<file path="src/rtl/nco_poly_if.sv">
// nco_poly_if: strobe, voice controls and mixed-sample outputs of the polyphonic NCO.
interface nco_poly_if #(
    parameter int VOICES = 4,
    parameter int SAMPLE_W = 8
);
    logic ce;
    logic [7*VOICES-1:0] note_num;
    logic [7*VOICES-1:0] note_vel;
    logic [VOICES-1:0] gate;
    logic [6:0] program_num;
    logic [SAMPLE_W-1:0] sample_out;
    logic sample_valid;
    logic busy;
    logic overrun;
    modport master (
        output ce, note_num, note_vel, gate, program_num,
        input sample_out, sample_valid, busy, overrun
    );
    modport slave (
        input ce, note_num, note_vel, gate, program_num,
        output sample_out, sample_valid, busy, overrun
    );
endinterface

</file>
<file path="src/rtl/nco_poly.sv">
// nco_poly: time-multiplexed polyphonic NCO, one voice per clock, mixed on each ce frame.
// Define NCO_POLY_RETRIG_EN to restart a voice's phase on a rising edge of its gate.
module nco_poly #(
    parameter int VOICES = 4,
    parameter int PHASE_W = 24,
    parameter int SAMPLE_W = 8,
    parameter int FS_HZ = 48000
) (
    input logic clk,
    input logic rst,
    nco_poly_if.slave bus
);
    localparam int LV = $clog2(VOICES);
    localparam int VW = (LV > 0) ? LV : 1;
    localparam int AW = SAMPLE_W + LV;
    localparam logic [1:0] IDLE = 2'd0;
    localparam logic [1:0] RUN = 2'd1;
    localparam logic [1:0] DONE = 2'd2;
    logic [1:0] state;
    logic [VW-1:0] idx;
    logic [1:0] prog;
    logic [AW-1:0] acc;
    logic [PHASE_W-1:0] phase [VOICES];
    logic [PHASE_W-1:0] rom [16];
    // Top-octave increments (notes 120..131); lower octaves are right shifts of these.
    for (genvar s = 0; s < 16; s++) begin : g_rom
        localparam real R = (2.0 ** PHASE_W) * 440.0 * (2.0 ** ((51.0 + s) / 12.0)) / FS_HZ;
        assign rom[s] = (s < 12) ? PHASE_W'(longint'($floor(R + 0.5))) : '0;
    end
    logic [6:0] n;
    logic [6:0] vel;
    logic [3:0] oct;
    logic [3:0] semi;
    logic [PHASE_W-1:0] inc;
    logic [PHASE_W-1:0] p;
    logic [SAMPLE_W-1:0] w;
    logic [SAMPLE_W-1:0] tri_w;
    logic [SAMPLE_W-1:0] shaped;
    logic [SAMPLE_W-1:0] scaled;
    logic [SAMPLE_W+6:0] prod;
    logic g;
    logic rise;
    logic unused_prog;
    assign unused_prog = ^bus.program_num[6:2];
    assign n = bus.note_num[7*idx +: 7];
    assign vel = bus.note_vel[7*idx +: 7];
    assign g = bus.gate[idx];
    assign oct = 4'(n / 7'd12);
    assign semi = 4'(n % 7'd12);
    assign inc = rom[semi] >> (4'd10 - oct);
`ifdef NCO_POLY_RETRIG_EN
    logic [VOICES-1:0] gate_hist;
    assign rise = g & ~gate_hist[idx];
`else
    assign rise = 1'b0;
`endif
    assign p = rise ? '0 : phase[idx];
    assign w = p[PHASE_W-1 -: SAMPLE_W];
    assign tri_w = w[SAMPLE_W-1] ? ~(w << 1) : (w << 1);
    always_comb shaped = (prog == 2'd0) ? {SAMPLE_W{w[SAMPLE_W-1]}} :
                         (prog == 2'd1) ? w :
                         (prog == 2'd2) ? tri_w : '0;
    assign prod = (SAMPLE_W+7)'(shaped) * (SAMPLE_W+7)'(vel);
    assign scaled = g ? SAMPLE_W'(prod >> 7) : '0;
    always_ff @(posedge clk) begin
        bus.sample_valid <= 1'b0;
        if (rst) begin
            state <= IDLE;
            idx <= '0;
            prog <= '0;
            acc <= '0;
            bus.sample_out <= '0;
            bus.busy <= 1'b0;
            bus.overrun <= 1'b0;
            for (int i = 0; i < VOICES; i++) phase[i] <= '0;
`ifdef NCO_POLY_RETRIG_EN
            gate_hist <= '0;
`endif
        end else begin
            if (bus.ce && state != IDLE) bus.overrun <= 1'b1;
            if (state == IDLE && bus.ce) begin
                state <= RUN;
                prog <= bus.program_num[1:0];
                acc <= '0;
                idx <= '0;
                bus.busy <= 1'b1;
            end else if (state == RUN) begin
                acc <= acc + AW'(scaled);
                phase[idx] <= p + inc;
`ifdef NCO_POLY_RETRIG_EN
                gate_hist[idx] <= g;
`endif
                idx <= idx + 1'b1;
                if (idx == VW'(VOICES - 1)) state <= DONE;
            end else if (state == DONE) begin
                bus.sample_out <= SAMPLE_W'(acc >> LV);
                bus.sample_valid <= 1'b1;
                bus.busy <= 1'b0;
                state <= IDLE;
            end
        end
    end
endmodule

</file>
<file path="src/flat_wrapper.sv">
// flat-port wrapper written by rule: the top's interface ports become plain ports
module nco_poly_flat 
#(
    parameter int VOICES = 4,
    parameter int PHASE_W = 24,
    parameter int SAMPLE_W = 8,
    parameter int FS_HZ = 48000
)
  (clk, rst, bus_ce, bus_note_num, bus_note_vel, bus_gate, bus_program_num, bus_sample_out, bus_sample_valid, bus_busy, bus_overrun);
  nco_poly_if #(.VOICES(VOICES), .SAMPLE_W(SAMPLE_W)) bus_i ();
  input logic clk;
  input logic rst;
  input wire logic [$bits(bus_i.ce)-1:0] bus_ce;
  input wire logic [$bits(bus_i.note_num)-1:0] bus_note_num;
  input wire logic [$bits(bus_i.note_vel)-1:0] bus_note_vel;
  input wire logic [$bits(bus_i.gate)-1:0] bus_gate;
  input wire logic [$bits(bus_i.program_num)-1:0] bus_program_num;
  output wire logic [$bits(bus_i.sample_out)-1:0] bus_sample_out;
  output wire logic [$bits(bus_i.sample_valid)-1:0] bus_sample_valid;
  output wire logic [$bits(bus_i.busy)-1:0] bus_busy;
  output wire logic [$bits(bus_i.overrun)-1:0] bus_overrun;
  assign bus_i.ce = bus_ce;
  assign bus_i.note_num = bus_note_num;
  assign bus_i.note_vel = bus_note_vel;
  assign bus_i.gate = bus_gate;
  assign bus_i.program_num = bus_program_num;
  assign bus_sample_out = bus_i.sample_out;
  assign bus_sample_valid = bus_i.sample_valid;
  assign bus_busy = bus_i.busy;
  assign bus_overrun = bus_i.overrun;
  nco_poly #(.VOICES(VOICES), .PHASE_W(PHASE_W), .SAMPLE_W(SAMPLE_W), .FS_HZ(FS_HZ)) u_core (.clk(clk), .rst(rst), .bus(bus_i));
endmodule
</file>
<file path="config.mk">
export PLATFORM = sky130hd
export DESIGN_NAME = nco_poly_flat
export DESIGN_NICKNAME = d
export VERILOG_FILES = /design/src/rtl/nco_poly_if.sv /design/src/rtl/nco_poly.sv /design/src/flat_wrapper.sv
export SDC_FILE = /design/constraint.sdc
export NUM_CORES = 1
export LEC_CHECK = 0
export CAP_MARGIN = 30
export CORE_MARGIN = 5
export CORE_UTILIZATION = 50
export CTS_BUF_LIST = sky130_fd_sc_hd__clkbuf_8
export DETAILED_ROUTE_END_ITERATION = 12
export GPL_TIMING_DRIVEN = 1
export PLACE_DENSITY = 0.7
export SLEW_MARGIN = 20
export SYNTH_ARGS = -nofsm -noshare
export SYNTH_HDL_FRONTEND = slang
export SYNTH_SLANG_ARGS = --single-unit
</file>
<file path="constraint.sdc">
create_clock -name clk -period 10.03 [get_ports clk]
set_input_delay 2.006 -clock clk [delete_from_list [all_inputs] [get_ports clk]]
set_output_delay 2.006 -clock clk [all_outputs]
set_load 0.03 [all_outputs]
</file>
==> impl_metrics.json, run 1 <==
{
  "synth_enable_flop_cells": 96,
  "status": "finished clean",
  "critPathKind": "in -> reg",
  "syn_inst": 1221,
  "slowest_stage": "mux4_2",
  "fp.coreArea_sq_um": 22700,
  "start_util_pct": 50.8,
  "grt.met2_usage_pct": 35.6,
  "dp_hpwl_um": 21500,
  "portBuffers": 75,
  "numCtsBuffers": 17,
  "cts.htree.levels": 4,
  "fin_cells": 1564,
  "grt_pass1_vias": 9220,
  "yosys_warnings": 0,
  "postCtsHoldBufs": 0,
  "critPathMaxStageDelay_ns": 0.77,
  "hold_viol_final": 0,
  "setup_viol": 0,
  "antenna_cells": 0,
  "gp_congestion": 0.913,
  "dr.first_iter.drc_count": 703,
  "cp-startpoint": "bus_note_num[24]",
  "seqPwrFrac_pct": 20.5,
  "synth_cell_type_count": 96,
  "ys.flop_type": "edfxtp_1",
  "ant_nets": 0,
  "clockBufferDepth": 2,
  "synth_area_sq_um": 11500,
  "holdWs_ns": 0.482,
  "synth-seq-cells": 125,
  "worst_r2r_endpoint": "u_core.acc[9]",
  "dr.pass1.iters": 7,
  "worstMarginPinSlew_ns": 0.993,
  "dieArea_sq_um": 26200,
  "postCtsResizedCells": 0,
  "nNetsFinal": 1441,
  "swShare_pct": 46.2,
  "antenna_found_initial": 0,
  "end_kind": "flip-flop",
  "post_cts_buffers": 0,
  "fmax_ghz": 0.113,
  "insertion_delay_ns": 0.44,
  "pin_count": 81,
  "vdd_drop_max_uv": 138,
  "drcViolationCount": 0,
  "drive_gt1_share_pct": 10.9,
  "r2r_cells": 29,
  "dp_cells": 1530,
  "die_w_um": 162,
  "overflow": 0,
  "root_buffer": "clkbuf_8",
  "relSlewSlack_pct": 33.3,
  "p_int_w": 0.00164,
  "worst-endpoint-arrival_ns": 9.11,
  "finalCriticalPeriod_ns": 8.88,
  "fin_worst_skew_ns": 0.0124,
  "syn-num-nets": 1396,
  "grt_usage_pct": 22.0,
  "grt_use_met1_pct": 31.4,
  "num_vias": 9503,
  "timing.final.crit_share_pct": 88.5,
  "cp_top_family": "compound AO/OA/AOI/OAI gates",
  "die_y_um": 162,
  "rrSetupSlack_ns": 1.64,
  "cts_tree": "done",
  "p_leak_nw": 5.24,
  "rsz0062_at_grt": "no",
  "synthArstFlopShare_pct": 0,
  "via_per_inst": 6.08,
  "wl_per_cell_um": 18.6,
  "wl_um": 29000,
  "hp-start": "u_core.bus.overrun",
  "finish.utilization_pct": 56.7,
  "worstSetupPathDepth": 26,
  "clkPwrFrac_pct": 14.3,
  "cp_num_buf_inv": 4,
  "critPathRequiredTime_ns": 10.26,
  "seq_area_frac_synth_pct": 30.0,
  "power.share.combinational_pct": 65.3,
  "cts_sinks": 125,
  "crit_end": "u_core.phase[0][16]",
  "avgSynthCellArea_sq_um": 9.46,
  "pwr_density_cell_nw_per_um2": 237,
  "setup-tns-final_ns": 0,
  "power_switching_w": 0.00141,
  "row_count": 55,
  "grt_max_degree": 38,
  "cp-start-kind": "primary input",
  "slew_violations": 0,
  "maxCapViolations": 0,
  "crit_fanout": 31,
  "grt_use_met3_pct": 2.72,
  "min_path_type": "reg -> reg",
  "busiest_layer": "met2",
  "cts.clk_slew.worst_paths_ns": 0.08,
  "grt_pass1_wl_um": 47400,
  "area_growth_pct": 11.6
}
[through the flow]
stage                     setup slack [ns]  power, W  instance area (sq um)
after floorplan                       1.89   0.00215                  11500
final                                 1.15   0.00306                  12900
after global placement                1.03   0.00255                  12500
after global routing                 0.646   0.00334                  12900
after CTS                             1.29   0.00305                  12900
after detailed placement             0.893   0.00260                  12500
[cell usage in the layout, fill, tap and decap left out, types with 7 or more instances in the layout]
cell,netlist,routed
nand2_1,93,93
nor2_1,151,151
nand4_1,7,7
o21ai_1,7,7
a22oi_1,10,10
buf_4,3,23
nor3_1,15,15
o22ai_1,14,14
a21o_1,15,15
mux4_2,39,39
nand2b_1,29,29
o211ai_1,13,13
a211oi_1,7,7
mux2_2,7,7
xor2_1,11,11
clkdlybuf4s50_1,0,75
edfxtp_1,96,96
or4_1,10,10
ha_1,75,75
xnor2_1,20,20
o21bai_1,7,7
a31oi_1,9,9
nand3_1,19,19
nor3b_1,7,7
inv_1,76,77
dfxtp_1,29,28
nor4_1,9,9
a21oi_1,77,77
and2_1,17,17
mux2i_1,56,56
clkbuf_8,0,18
fa_1,30,30
o21ai_0,40,40
nor2b_1,28,28
[kinds of logic (layout without fill, tap and decap cells)]
logic type	count (synthesis)	in the layout	synth area share, %
fa+ha+maj	106	106	13.4
xor+xnor	33	33	2.63
buf+inv	153	211	5.62
compound gates	276	276	16.7
mux	102	102	13.1
flops	125	125	30.0
simple gates	426	426	18.4
[flip-flops by register name (all words and copies together), names as in the netlist, named ones only]
| signal | count |
|---|---|
| u_core.acc | 10 |
| u_core.bus.busy | 1 |
| u_core.bus.overrun | 1 |
| u_core.bus.sample_out | 8 |
| u_core.bus.sample_valid | 1 |
| u_core.idx | 2 |
| u_core.phase | 96 |
| u_core.prog | 2 |
| u_core.state | 2 |
[synth_stat cells, types with 17 or more instances]
master,n,area [sq um]
edfxtp_1,96,2880
dfxtp_1,29,581
mux2i_1,56,561
nand2b_1,29,181
nand2_1,93,349
nand3_1,19,95.1
ha_1,75,938
mux4_2,39,878
inv_1,76,285
clkbuf_1,40,150
nor2_1,151,567
a21oi_1,77,385
xnor2_1,20,175
and2_1,17,106
o21ai_0,40,200
fa_1,30,601
nor2b_1,28,175
[layout make-up]
class                           count  area (sq um)
Inverter                           79           297
Clock inverter                     14           143
Sequential cell                   125          3460
Tap cell                          285           357
Clock buffer                       18           248
Multi-Input combinational cell    943          7430
Timing Repair Buffer              100           943
Fill cell                        2039          9830
[per-layer routing]
layer  wire length (um)  part of all wire, %
met2              13500                   47
met4                571                  2.0
met5                  0                    0
met3               1600                  5.5
met1              13300                   46
[worst min path at each step]
stage | end | slack, ns | cells past startpoint
final | u_core.bus.overrun | 0.48 | 2
after global routing | u_core.bus.busy | 0.53 | 2
after CTS | u_core.bus.overrun | 0.48 | 2
after detailed placement | u_core.bus.overrun | 0.47 | 2
after global placement | u_core.bus.overrun | 0.46 | 2
after floorplan | u_core.acc[0] | 0.47 | 2
[power by group through the flow]
stage	combinational (W)	clock [W]	sequential, W
floorplan	0.00153	0	0.000627
global placement	0.00192	0	0.000635
detailed placement	0.00196	0	0.000637
CTS	0.00198	0.000443	0.000626
global route	0.00225	0.000464	0.000630
finish	0.00200	0.000436	0.000625
[tightest hold or removal path: stages, from the launching register on]
cell and delay (ns):
dfxtp_1 0.34, a21oi_1 0.04, nor2_1 0.07
(Power assumes the default switching activity.)
==> inputs of run 2 (changes only) <==
==> constraint.sdc (replaced) <==
create_clock -name clk -period 10.03 [get_ports clk]
set_input_delay 1.003 -clock clk [delete_from_list [all_inputs] [get_ports clk]]
set_output_delay 1.003 -clock clk [all_outputs]
set_load 0.03 [all_outputs]
==> impl_metrics.json, run 2 (synthesized netlist as in run 1, its figures left out) <==
{
  "status": "finished clean",
  "drive_gt1_share_pct": 10.5,
  "grt_max_degree": 42,
  "busiest_layer": "met2",
  "cts_tree": "done",
  "dp_cells": 1525,
  "critPathRequiredTime_ns": 10.21,
  "postCtsHoldBufs": 0,
  "r2r_cells": 29,
  "fmax_ghz": 0.120,
  "overflow": 0,
  "numCtsBuffers": 17,
  "antenna_found_initial": 0,
  "fin_worst_skew_ns": 0.0128,
  "vdd_drop_max_uv": 133,
  "row_count": 55,
  "wl_um": 29100,
  "postCtsResizedCells": 0,
  "min_path_cells": 2,
  "maxCapViolations": 0,
  "grt_usage_pct": 22.2,
  "setup_viol": 0,
  "worst_slack_ns": 1.66,
  "clockBufferDepth": 2,
  "relSlewSlack_pct": 30.6,
  "finalCriticalPeriod_ns": 8.37,
  "rrSetupSlack_ns": 1.90,
  "final_common_cell": "nor2_1",
  "dr.pass1.iters": 5,
  "fin_cells": 1559,
  "drcViolationCount": 0,
  "die_y_um": 162,
  "via_per_inst": 6.06,
  "nNetsFinal": 1436,
  "hold_viol_final": 0,
  "cts.clk_slew.worst_paths_ns": 0.08,
  "cp-start-kind": "primary input",
  "wl_per_cell_um": 18.7,
  "pwr_density_cell_nw_per_um2": 239,
  "start_util_pct": 50.8,
  "largest_register_ffs": 96,
  "insertion_delay_ns": 0.44,
  "rsz0062_at_grt": "no",
  "antenna_cells": 0,
  "dr.first_iter.drc_count": 837,
  "root_buffer": "clkbuf_8",
  "gp_congestion": 0.901,
  "worstMarginPinSlew_ns": 1.03,
  "cts.htree.levels": 4,
  "grt_pass1_vias": 9255,
  "post_cts_buffers": 0,
  "grt.met2_usage_pct": 35.7,
  "num_vias": 9453,
  "ant_nets": 0,
  "worst-endpoint-arrival_ns": 8.55,
  "timing.final.crit_share_pct": 83.4,
  "cts_sinks": 125,
  "top_regs": "u_core.phase (96), u_core.acc (10), u_core.bus.sample_out (8)",
  "crit_fanout": 31,
  "p_total_w": 0.00307,
  "end_kind": "flip-flop",
  "die_w_um": 162,
  "area_growth_pct": 11.3,
  "final_cell_mix": "nor2_1 (151), edfxtp_1 (96), nand2_1 (93), a21oi_1 (77), inv_1 (77)",
  "slew_violations": 0,
  "grt_pass1_wl_um": 47700,
  "dieArea_sq_um": 26200,
  "portBuffers": 75,
  "dp_hpwl_um": 21400,
  "grt_use_met1_pct": 31.2,
  "preCtsSetupSlack_ns": 1.32,
  "pin_count": 81,
  "regMostFlops": "u_core.phase",
  "fp.coreArea_sq_um": 22700,
  "critPathKind": "in -> reg",
  "setup-tns-final_ns": 0,
  "min_path_type": "reg -> reg",
  "p_leak_nw": 5.22,
  "grt_use_met3_pct": 2.97
}
[run 2: worst paths after layout]
path	start	end
min reg2reg	u_core.bus.overrun	u_core.bus.overrun
min	u_core.bus.overrun	u_core.bus.overrun
max	bus_note_num[24]	u_core.phase[0][22]
max reg2reg	flip-flop	u_core.acc[9]
[run 2: through the flow]
step                hold slack [ns]  cell area [sq um]  utilization, %
floorplan                     0.467              11500               -
global placement              0.457              12400            54.8
CTS                           0.485              12800            56.5
detailed placement            0.468              12400            54.8
global route                  0.537              12900            56.6
finish                        0.480              12900            56.6
[run 2: power by group]
part | internal [W] | leakage [nW] | total [W] | switching [W]
clock | 0.000236 | 0.213 | 0.000447 | 0.000211
sequential | 0.000605 | 1.23 | 0.000625 | 0.0000202
combinational | 0.000807 | 3.77 | 0.00200 | 0.00119
total | 0.00165 | 5.22 | 0.00307 | 0.00142
[run 2: critical path, cell delays in order]
cell	delay (ns)
clkdlybuf4s50_1	0.43
mux4_2	0.76
nor2b_1	0.28
a2111oi_2	0.39
o211a_1	0.60
clkinv_1	0.19
ha_1	0.27
xnor2_2	0.74
nor2_1	0.11
a21oi_1	0.19
mux2i_1	0.14
o211ai_1	0.26
ha_1	0.22
inv_1	0.06
fa_1	0.40
nor2b_1	0.19
o21ai_0	0.12
a21boi_0	0.22
o21a_1	0.16
o21ai_0	0.14
a211oi_1	0.53
o2111ai_1	0.34
a31o_2	0.36
a21oi_1	0.29
mux2i_1	0.13
[run 2: layout make-up]
class                   count  area [sq um]
clock buffers              19           262
clock inverters            13           138
fillers                  2021          9850
inverters                  79           297
multi-input cells         943          7430
flip-flops and latches    125          3460
well taps                 285           357
repair buffers             95           906
[run 2: per-layer routing]
metal | share of wire [%] | vias to the layer above
met5 | 0 | -
met4 | 1.9 | 0
met3 | 5.5 | 44
met2 | 47 | 286
met1 | 46 | 4563
li1 | - | 4560
